$ cat src/rtl/matrix_cmd_seq_if.sv
// CPU register-window bus of the MADAM matrix command sequencer.
// The master drives the strobes and data; the slave returns read data and status.
interface matrix_cmd_seq_if #(
  parameter int ADDR_W = 8
);
  logic              cpu_sel;
  logic              cpu_wr;
  logic              cpu_rd;
  logic [ADDR_W-1:0] cpu_addr;
  logic [31:0]       cpu_din;
  logic [31:0]       cpu_dout;
  logic              cpu_rvalid;
  logic              busy;
  logic              done;

  modport master (
    output cpu_sel, cpu_wr, cpu_rd, cpu_addr, cpu_din,
    input  cpu_dout, cpu_rvalid, busy, done
  );

  modport slave (
    input  cpu_sel, cpu_wr, cpu_rd, cpu_addr, cpu_din,
    output cpu_dout, cpu_rvalid, busy, done
  );
endinterface

$ cat src/rtl/matrix_cmd_seq.sv
// MADAM matrix unit front end: MI/MV/MO register window plus a MAC sequencer.
// Each command first publishes the previous results (tmpMO) to MO, then recomputes tmpMO.
module matrix_cmd_seq #(
  parameter int FRAC_BITS = 16,
  parameter int ADDR_W    = 8
) (
  input  logic            clock,
  input  logic            reset_n,
  matrix_cmd_seq_if.slave bus
);

  typedef enum logic [1:0] {
    ST_IDLE  = 2'd0,
    ST_MAC   = 2'd1,
    ST_STORE = 2'd2
  } state_e;

  state_e      state_q, state_d;
  logic [31:0] mi_q [16];
  logic [31:0] mi_d [16];
  logic [31:0] mv_q [4];
  logic [31:0] mv_d [4];
  logic [31:0] tmp_q [4];
  logic [31:0] tmp_d [4];
  logic [31:0] mo_q [4];
  logic [31:0] mo_d [4];
  logic [63:0] acc_q, acc_d;
  logic [1:0]  r_q, r_d, c_q, c_d;
  logic        n3_q, n3_d;
  logic        busy_q, busy_d;
  logic        done_q, done_d;
  logic        overrun_q, overrun_d;
  logic [31:0] dout_q, dout_d;
  logic        rvalid_q, rvalid_d;

  logic [ADDR_W-1:0] word_s;
  logic              wr_s, rd_s;
  logic              is_mi_s, is_mv_s, is_mo_s, is_status_s, is_cmd_s, cmd_ok_s;
  logic [3:0]        mi_idx_s;
  logic [1:0]        vec_idx_s, last_s;
  logic [31:0]       mi_op_s, mv_op_s, rdata_s;
  logic [63:0]       op_a_s, op_b_s, prod_s;

  // Word-granular decode; the byte-lane bits drop out of the shift.
  assign word_s      = bus.cpu_addr >> 2;
  assign wr_s        = bus.cpu_sel & bus.cpu_wr;
  assign rd_s        = bus.cpu_sel & bus.cpu_rd & ~bus.cpu_wr;
  assign is_mi_s     = (word_s < ADDR_W'(16));
  assign is_mv_s     = (word_s >= ADDR_W'(16)) && (word_s <= ADDR_W'(19));
  assign is_mo_s     = (word_s >= ADDR_W'(24)) && (word_s <= ADDR_W'(27));
  assign is_status_s = (word_s == ADDR_W'(62));
  assign is_cmd_s    = (word_s == ADDR_W'(63));
  assign mi_idx_s    = 4'(word_s);
  assign vec_idx_s   = 2'(word_s);
  assign cmd_ok_s    = wr_s & is_cmd_s & ~busy_q &
                       ((bus.cpu_din == 32'd0) || (bus.cpu_din == 32'd1));
  assign last_s      = n3_q ? 2'd2 : 2'd3;

  // The single shared multiplier: live operands, one 64-bit product per MAC cycle.
  assign mi_op_s = mi_q[{r_q, c_q}];
  assign mv_op_s = mv_q[c_q];
  assign op_a_s  = {{32{mi_op_s[31]}}, mi_op_s};
  assign op_b_s  = {{32{mv_op_s[31]}}, mv_op_s};
  assign prod_s  = op_a_s * op_b_s;

  assign bus.cpu_dout   = dout_q;
  assign bus.cpu_rvalid = rvalid_q;
  assign bus.busy       = busy_q;
  assign bus.done       = done_q;

  // Read data multiplexer for the register window.
  always_comb begin
    rdata_s = 32'd0;
    if (is_mi_s) begin
      rdata_s = mi_q[mi_idx_s];
    end else if (is_mv_s) begin
      rdata_s = mv_q[vec_idx_s];
    end else if (is_mo_s) begin
      rdata_s = mo_q[vec_idx_s];
    end else if (is_status_s) begin
      rdata_s = {30'd0, overrun_q, busy_q};
    end else begin
      rdata_s = 32'd0;
    end
  end

  // Sequencer next state plus CPU register-write and read handling.
  always_comb begin
    state_d   = state_q;
    mi_d      = mi_q;
    mv_d      = mv_q;
    tmp_d     = tmp_q;
    mo_d      = mo_q;
    acc_d     = acc_q;
    r_d       = r_q;
    c_d       = c_q;
    n3_d      = n3_q;
    busy_d    = busy_q;
    done_d    = 1'b0;
    overrun_d = overrun_q;
    dout_d    = dout_q;
    rvalid_d  = 1'b0;

    case (state_q)
      ST_IDLE: begin
        if (cmd_ok_s) begin
          mo_d    = tmp_q;
          acc_d   = 64'd0;
          r_d     = 2'd0;
          c_d     = 2'd0;
          n3_d    = bus.cpu_din[0];
          busy_d  = 1'b1;
          state_d = ST_MAC;
        end else begin
          state_d = ST_IDLE;
        end
      end
      ST_MAC: begin
        acc_d = acc_q + prod_s;
        if (c_q == last_s) begin
          state_d = ST_STORE;
        end else begin
          c_d = c_q + 2'd1;
        end
      end
      ST_STORE: begin
        tmp_d[r_q] = acc_q[FRAC_BITS+31:FRAC_BITS];
        acc_d      = 64'd0;
        c_d        = 2'd0;
        if (r_q == last_s) begin
          done_d  = 1'b1;
          busy_d  = 1'b0;
          state_d = ST_IDLE;
        end else begin
          r_d     = r_q + 2'd1;
          state_d = ST_MAC;
        end
      end
      default: begin
        busy_d  = 1'b0;
        state_d = ST_IDLE;
      end
    endcase

    // Operands stay frozen while busy; any attempt to change them is flagged.
    if (rd_s) begin
      rvalid_d = 1'b1;
      dout_d   = rdata_s;
      if (is_status_s) begin
        overrun_d = 1'b0;
      end else begin
        overrun_d = overrun_q;
      end
    end else begin
      rvalid_d = 1'b0;
    end

    if (wr_s) begin
      if (is_mi_s) begin
        if (busy_q) begin
          overrun_d = 1'b1;
        end else begin
          mi_d[mi_idx_s] = bus.cpu_din;
        end
      end else if (is_mv_s) begin
        if (busy_q) begin
          overrun_d = 1'b1;
        end else begin
          mv_d[vec_idx_s] = bus.cpu_din;
        end
      end else if (is_cmd_s && busy_q) begin
        overrun_d = 1'b1;
      end else begin
        overrun_d = overrun_d;
      end
    end else begin
      overrun_d = overrun_d;
    end
  end

  // State registers; reset aborts any sequence without writeback.
  always_ff @(posedge clock or negedge reset_n) begin
    if (!reset_n) begin
      state_q   <= ST_IDLE;
      mi_q      <= '{default: 32'd0};
      mv_q      <= '{default: 32'd0};
      tmp_q     <= '{default: 32'd0};
      mo_q      <= '{default: 32'd0};
      acc_q     <= 64'd0;
      r_q       <= 2'd0;
      c_q       <= 2'd0;
      n3_q      <= 1'b0;
      busy_q    <= 1'b0;
      done_q    <= 1'b0;
      overrun_q <= 1'b0;
      dout_q    <= 32'd0;
      rvalid_q  <= 1'b0;
    end else begin
      state_q   <= state_d;
      mi_q      <= mi_d;
      mv_q      <= mv_d;
      tmp_q     <= tmp_d;
      mo_q      <= mo_d;
      acc_q     <= acc_d;
      r_q       <= r_d;
      c_q       <= c_d;
      n3_q      <= n3_d;
      busy_q    <= busy_d;
      done_q    <= done_d;
      overrun_q <= overrun_d;
      dout_q    <= dout_d;
      rvalid_q  <= rvalid_d;
    end
  end

endmodule

$ cat src/flat_wrapper.sv
// flat-port wrapper written by rule: the top's interface ports become plain ports
module matrix_cmd_seq_flat 
#(
  parameter int FRAC_BITS = 16,
  parameter int ADDR_W    = 8
)
  (clock, reset_n, bus_cpu_sel, bus_cpu_wr, bus_cpu_rd, bus_cpu_addr, bus_cpu_din, bus_cpu_dout, bus_cpu_rvalid, bus_busy, bus_done);
  matrix_cmd_seq_if #(.ADDR_W(ADDR_W)) bus_i ();
  input  logic clock;
  input  logic reset_n;
  input wire logic [$bits(bus_i.cpu_sel)-1:0] bus_cpu_sel;
  input wire logic [$bits(bus_i.cpu_wr)-1:0] bus_cpu_wr;
  input wire logic [$bits(bus_i.cpu_rd)-1:0] bus_cpu_rd;
  input wire logic [$bits(bus_i.cpu_addr)-1:0] bus_cpu_addr;
  input wire logic [$bits(bus_i.cpu_din)-1:0] bus_cpu_din;
  output wire logic [$bits(bus_i.cpu_dout)-1:0] bus_cpu_dout;
  output wire logic [$bits(bus_i.cpu_rvalid)-1:0] bus_cpu_rvalid;
  output wire logic [$bits(bus_i.busy)-1:0] bus_busy;
  output wire logic [$bits(bus_i.done)-1:0] bus_done;
  assign bus_i.cpu_sel = bus_cpu_sel;
  assign bus_i.cpu_wr = bus_cpu_wr;
  assign bus_i.cpu_rd = bus_cpu_rd;
  assign bus_i.cpu_addr = bus_cpu_addr;
  assign bus_i.cpu_din = bus_cpu_din;
  assign bus_cpu_dout = bus_i.cpu_dout;
  assign bus_cpu_rvalid = bus_i.cpu_rvalid;
  assign bus_busy = bus_i.busy;
  assign bus_done = bus_i.done;
  matrix_cmd_seq #(.FRAC_BITS(FRAC_BITS), .ADDR_W(ADDR_W)) u_core (.clock(clock), .reset_n(reset_n), .bus(bus_i));
endmodule
$ cat config.mk
export PLATFORM = sky130hd
export DESIGN_NAME = matrix_cmd_seq_flat
export DESIGN_NICKNAME = d
export VERILOG_FILES = /design/src/rtl/matrix_cmd_seq_if.sv /design/src/rtl/matrix_cmd_seq.sv /design/src/flat_wrapper.sv
export SDC_FILE = /design/constraint.sdc
export NUM_CORES = 2
export LEC_CHECK = 0
export ABC_AREA = 0
export BUFFER_PORTS_ARGS = -buffer_cell sky130_fd_sc_hd__buf_2
export CAP_MARGIN = 20
export CORE_ASPECT_RATIO = 0.6
export CORE_MARGIN = 2
export CORE_UTILIZATION = 37
export CTS_CLUSTER_SIZE = 14
export DETAILED_ROUTE_END_ITERATION = 8
export MAX_ROUTING_LAYER = met4
export PLACE_DENSITY_LB_ADDON = 0.12
export SETUP_SLACK_MARGIN = 0.1
export SLEW_MARGIN = 5
export SYNTH_ARGS = -nofsm -noshare
export SYNTH_HDL_FRONTEND = slang
export SYNTH_SLANG_ARGS = --single-unit
$ cat constraint.sdc
create_clock -name clock -period 11.68 [get_ports clock]
set_clock_uncertainty 0.05 [all_clocks]
set_input_delay 2.336 -clock clock [delete_from_list [all_inputs] [get_ports clock]]
set_output_delay 2.336 -clock clock [all_outputs]
set_load 0.02 [all_outputs]
# Word level (Yosys, flattened, before mapping)
# Cells that the tools add are included.
# op_classes
reduce_logical	18
n_lt_le_gt_ge	13
n_shift	0
eq_ne	12
n_bitwise	15
multipliers	1
mux	53
add_sub_neg	3
div	0
# op_table
op	n
bitwise mux 512 bit	1
2-to-1 mux 32 bit	16
binary-select mux 32 bit (select 4 bit)	2
bitwise mux 128 bit	2
binary-select mux 32 bit (select 2 bit)	3
case mux 64 bit (3 select lines)	1
demux 32 bit (select 2 bit)	2
demux 32 bit (select 4 bit)	1
adder 64 bit	1
multiplier 32 x 32 -> 64 bit	1
2-to-1 mux 64 bit	1
equality test 32 x 1 -> 1 bit, second input constant	1
zero test 32 bit	1
2-to-1 mux 1 bit	15
equality test 6 bit, second input constant	2
greater-or-equal comparator 6 x 5 -> 1 bit, second input constant	2
<= comparator 6 x 5 -> 1 bit, second input constant	2
case mux 2 bit (3 select lines)	2
AND reduction 3 bit	4
greater-or-equal comparator 5 bit, second input constant	2
2-to-1 mux 2 bit	5
NOT 4 -> 5 bit	2
greater-or-equal comparator 3 bit, second input constant	3
NOT 2 -> 3 bit	3
20 further kinds	40
# word_totals
mem_bits_rw	0
inputBits	45
word_cells	153
mem_count	0
latch_bits	0
register_bits	1003
mem_bits_ro	0
out_inout_bits	35

# Depth between registers and ports, before layout
# depth
ltp_word	7
mapped_depth	42
ltp_nobuf	33

# Worst setup path before layout
# OpenSTA, ideal clock, no wires.
# synth_timing
kind	reg2reg
start	reg u_core.c_q[0]
end	reg u_core.acc_q[45]
period_less_slack_ns	9.555
path_buffers	9
path_stages_with_launch	35
path_slack_ns	2.125
arrival_ns	9.371
path_cell_list	dfrtp_1 buf_6 buf_6 buf_6 buf_6 buf_4 buf_4 buf_4 mux4_2 clkbuf_1 nand2_1 fa_1 fa_1 inv_1 fa_1 inv_1 fa_1 inv_1 fa_1 fa_1 fa_1 fa_1 ha_1 clkbuf_1 a21o_1 a21o_1 a21oi_1 nand2_1 o21ai_0 o31ai_1 and3_1 a311o_1 a21oi_1 xor2_1 o21ai_0
# synth_between
elab_chain_cells	7
word_cells_on_any_way	11
# synth_lines
element	line	text
start, declared	matrix_cmd_seq.sv:28	logic [1:0] r_q, r_d, c_q, c_d;
start signal, assigned	matrix_cmd_seq.sv:191	c_q <= 2'd0;
start signal, assigned	matrix_cmd_seq.sv:206	c_q <= c_d;
NOT 4 -> 5 bit (not written as such) or NOT 2 -> 3 bit (tied branches)	matrix_cmd_seq.sv:60, matrix_cmd_seq.sv:61	
binary-select mux 32 bit (select 4 bit) or binary-select mux 32 bit (select 2 bit) (tied branches)	matrix_cmd_seq.sv:60, matrix_cmd_seq.sv:61	
2-to-1 mux 32 bit (on tied branches) (2 in series)	matrix_cmd_seq.sv:60, matrix_cmd_seq.sv:61	
multiplier 32 x 32 -> 64 bit *	matrix_cmd_seq.sv:64	assign prod_s = op_a_s * op_b_s;
adder 64 bit *	matrix_cmd_seq.sv:119	acc_d = acc_q + prod_s;
case mux 64 bit (3 select lines) *	matrix_cmd_seq.sv:104	case (state_q)
end signal, assigned	matrix_cmd_seq.sv:189	acc_q <= 64'd0;
end signal, assigned	matrix_cmd_seq.sv:204	acc_q <= acc_d;
end, declared	matrix_cmd_seq.sv:27	logic [63:0] acc_q, acc_d;
# Every way passes the cells marked *; elsewhere a longest branch is shown, timed or not. The select of a mux whose other input is x is not followed.
# A chain may end at the register's enable or synchronous reset.

# Final worst setup path
# layout_timing
start	reg u_core.c_q[1]
end	reg u_core.acc_q[42]
# The elaborated chain is that of the path after synthesis.

==> Implementation_results.wiki <==
{| class="wikitable"
! Metric !! Value
|-
| H-tree depth reported by CTS || 3
|-
| Port Buffers || 77
|-
| Worst slew pin tran || 1.208 ns
|-
| Area share of the largest cell type after synthesis || 31.60%
|-
| Clock root buffer master || clkbuf_16
|-
| Clock Path Buffers || 3
|-
| Height of the chip || 360.0 µm
|-
| Pwr/cell area || 106.3 nW/µm²
|-
| CTS sink count || 987
|-
| Core area || 209700 µm²
|-
| Worst max-slew margin expressed relative to the limit || 18.92%
|-
| Maximum number of pins on one net before global-route repair || 163
|-
| Number of distinct library cell variants in the gate-level netlist after synthesis || 65
|-
| Critical Path End Type || flip-flop
|-
| Overall track demand over capacity in global routing || 25.56%
|-
| # resized after CTS || 0
|-
| Top post-synthesis cells by area || dfrtp_1, fa_1, mux2_2
|-
| Most frequent cell on the critical path || fa_1
|-
| Number of slew-limit violations in the final report || 0
|-
| Peak per-stage delay on the critical path || 0.94 ns
|-
| Critical-path top delay cell || dfrtp_4
|-
| Cell with the most instances after synthesis || dfrtp_1
|-
| Setup repair after global routing missed its margin || no
|-
| Netlist area before placement || 78170 µm²
|-
| Gate power share || 21.3%
|-
| Number of max-cap violations || 0
|-
| Data required time of the worst path || 12.18 ns
|-
| Leading area contributor after synthesis || dfrtp_1
|-
| Total iterations of the first detailed-routing run || 8
|-
| Filler Cells Inserted || 19990
|-
| Number of core rows || 130
|-
| Final net count || 7803
|-
| Net count of the mapped netlist || 7893
|-
| Worst Hold Class || flip-flop to flip-flop
|-
| Period utilization || 93.04%
|-
| Number of hold buffers added after cts || 0
|-
| Design area || 85340 µm²
|-
| Number of synthesized flops with an enable pin || 0
|-
| Maximum achievable frequency || 92.02 MHz
|-
| Total of flip-flops plus latches after synthesis || 987
|-
| Switching share of power || 31.23%
|-
| IO Count || 80
|-
| Part of the Yosys area used for sequential elements || 31.60%
|-
| Post-Syn Instances || 6756
|-
| Worst VDD drop || 0.0001039 V
|-
| Total global routing overflow || 0
|-
| Clock-pin slew on the worst setup and hold paths || 0.07 ns
|-
| Standby leakage power || 40.60 nW
|-
| Clock latency at the later pin of the worst-skew pair || 0.72 ns
|-
| Fraction of synthesis flops using an asynchronous set or reset pin || 100.0%
|-
| Initial core utilization || 37.28%
|-
| Post-layout minimum cycle time || 10.87 ns
|-
| Top cell types by occurrence after synthesis || dfrtp_1, inv_1, nand2_1, fa_1, mux2_2
|-
| Post-CTS Setup Bufs || 0
|-
| Worst-path maximum fanout || 37
|-
| Wire length of the first global-routing pass || 389400 µm
|-
| Via count of the first global-routing pass || 54500
|-
| Iteration-0 DRC count of the detailed router || 4950
|-
| Net switching power || 2.833 mW
|-
| Post-synthesis area per instance || 11.57 µm²
|-
| Final hold violation count || 0
|-
| Die boundary width || 597.4 µm
|-
| Drc violations || 0
|-
| Initial antenna violation count || 16
|-
| Power Internal || 6.239 mW
|-
| Setup TNS after final layout || 0 ns
|-
| Category of the critical setup timing path || flip-flop to flip-flop
|-
| Post-DR wirelength/cell || 27.42 µm
|-
| Part of the total power dissipated in sequential elements || 41.3%
|-
| Total wirelength of the detailed-routed design || 261300 µm
|-
| Via total after detailed routing || 51920
|-
| Critical path arrival || 11.36 ns
|-
| Finish-stage setup viols || 0
|-
| TritonCTS buffer count || 98
|-
| Post-DP HPWL || 191900 µm
|-
| Area delta synth->final || 9.167%
|-
| TritonCTS clock tree || yes
|-
| Run status || finished clean
|-
| Fraction of layout cells with a size suffix above 1 || 24.58%
|-
| Ys flop type || dfrtp_1
|-
| Count of nets left with antenna violations after detail routing || 0
|-
| Full die area || 215100 µm²
|-
| Kind of launch point of the worst setup path || flip-flop
|-
| Avg Vias per Cell || 5.449
|-
| Syn. warnings || 0
|-
| Part of the power in the clock network || 37.3%
|-
| GPL Wtd Cong || 0.9052
|-
| Area after detailed placement || 81960 µm²
|}
==> cell families after synthesis <==
logic type / count (synthesis) / share of synthesized area (%)
mux: 1211 / 22.63
flops: 987 / 31.60
xor+xnor: 89 / 1.015
compound gates: 488 / 3.736
buf+inv: 1447 / 7.297
fa+ha+maj: 1092 / 26.16
simple gates: 1442 / 7.561
==> final cells by class <==
type / instances / area, µm² / share of cell area [%]
inverter: 972 / 3649 / 4.275
multi-input combinational: 4322 / 48000 / 56.25
tap: 2772 / 3468 / 4.064
clock inverter: 38 / 419.2 / 0.4912
clock buffer: 140 / 2912 / 3.412
timing repair buffer: 285 / 2143 / 2.512
antenna: 13 / 32.53 / 0.03812
sequential: 987 / 24710 / 28.96
==> path summary, 6_finish.rpt <==
check / endpoint / slack (ns) / startpoint / cells past startpoint
max: u_core.acc_q[42] / 0.81 / u_core.c_q[1] / 34
min: u_core.tmp_q[59] / 0.42 / u_core.tmp_q[59] / 2
max reg2reg: u_core.acc_q[42] / 0.81 / u_core.c_q[1] / 34
min reg2reg: u_core.tmp_q[59] / 0.42 / u_core.tmp_q[59] / 2
max in group asynchronous: u_core.mi_q[86] / 7.68 / reset_n / 3
min in group asynchronous: u_core.mi_q[484] / 1.55 / reset_n / 1
==> sequential cells by signal, indices dropped and copies added, names as in the netlist, 2 cells and up <==
register / count
u_core.r_q: 2
u_core.mv_q: 128
u_core.state_q: 2
u_core.mi_q: 512
u_core.c_q: 2
u_core.tmp_q: 128
u_core.bus.cpu_dout: 32
u_core.mo_q: 128
u_core.acc_q: 48
==> critical path, delay by kind of cell (launching register included) <==
| family | cells | cell delay [ns] |
|---|---|---|
| and+or+nand+nor | 5 | 0.95 |
| DFF | 1 | 0.94 |
| buffers and inverters | 9 | 1.46 |
| muxes | 1 | 0.24 |
| AOI/OAI and AO/OA | 9 | 3.14 |
| adders and majority gates | 9 | 3.72 |
| xor gates and xnor gates | 1 | 0.18 |
==> layout by cell type, fill, tap and decap left out, types with 46 or more instances in the layout <==
cell type  netlist  layout
nor2_1         320     306
mux2_2         798     798
xnor2_1         58      58
mux4_2         349     349
mux2i_1         48      46
fa_1           904     904
buf_2           91      74
a21oi_1         59      59
and2_1          99      99
nand2_1        913     907
dfrtp_1        987     983
buf_4           13     194
clkbuf_16        0      99
o21ai_0        234     215
inv_1          970     970
a21o_1          52      52
ha_1           188     188
==> per-layer routing <==
| metal | GRT usage [%] | up-vias | share of wire, % |
|---|---|---|---|
| met5 | - | - | 0 |
| met4 | 4.651 | 0 | 1.9 |
| met3 | 5.372 | 230 | 8.4 |
| met2 | 34.52 | 1831 | 41 |
| met1 | 39.27 | 28040 | 49 |
| li1 | - | 21820 | - |
==> power groups by stage <==
stage	clock network (mW)	registers [mW]	logic [mW]
after global placement	0	3.80	1.91
after detailed placement	0	3.81	1.92
after global routing	3.61	3.77	2.12
final	3.39	3.75	1.93
after CTS	3.47	3.74	1.93
after floorplan	0	3.77	1.20
==> per-stage QoR <==
step	setup slack (ns)	power (mW)	hold slack, ns	instances	util, %
finish	0.8130	9.072	0.4247	9529	40.70
global route	0.2757	9.502	0.4418	9525	40.70
CTS	0.7718	9.140	0.4294	9514	40.68
detailed placement	0.8106	5.726	0.4135	9336	39.09
global placement	0.8148	5.707	0.4055	9336	39.09
floorplan	2.125	4.967	0.3944	6756	-
No activity file was read; power rests on OpenSTA's default activity.
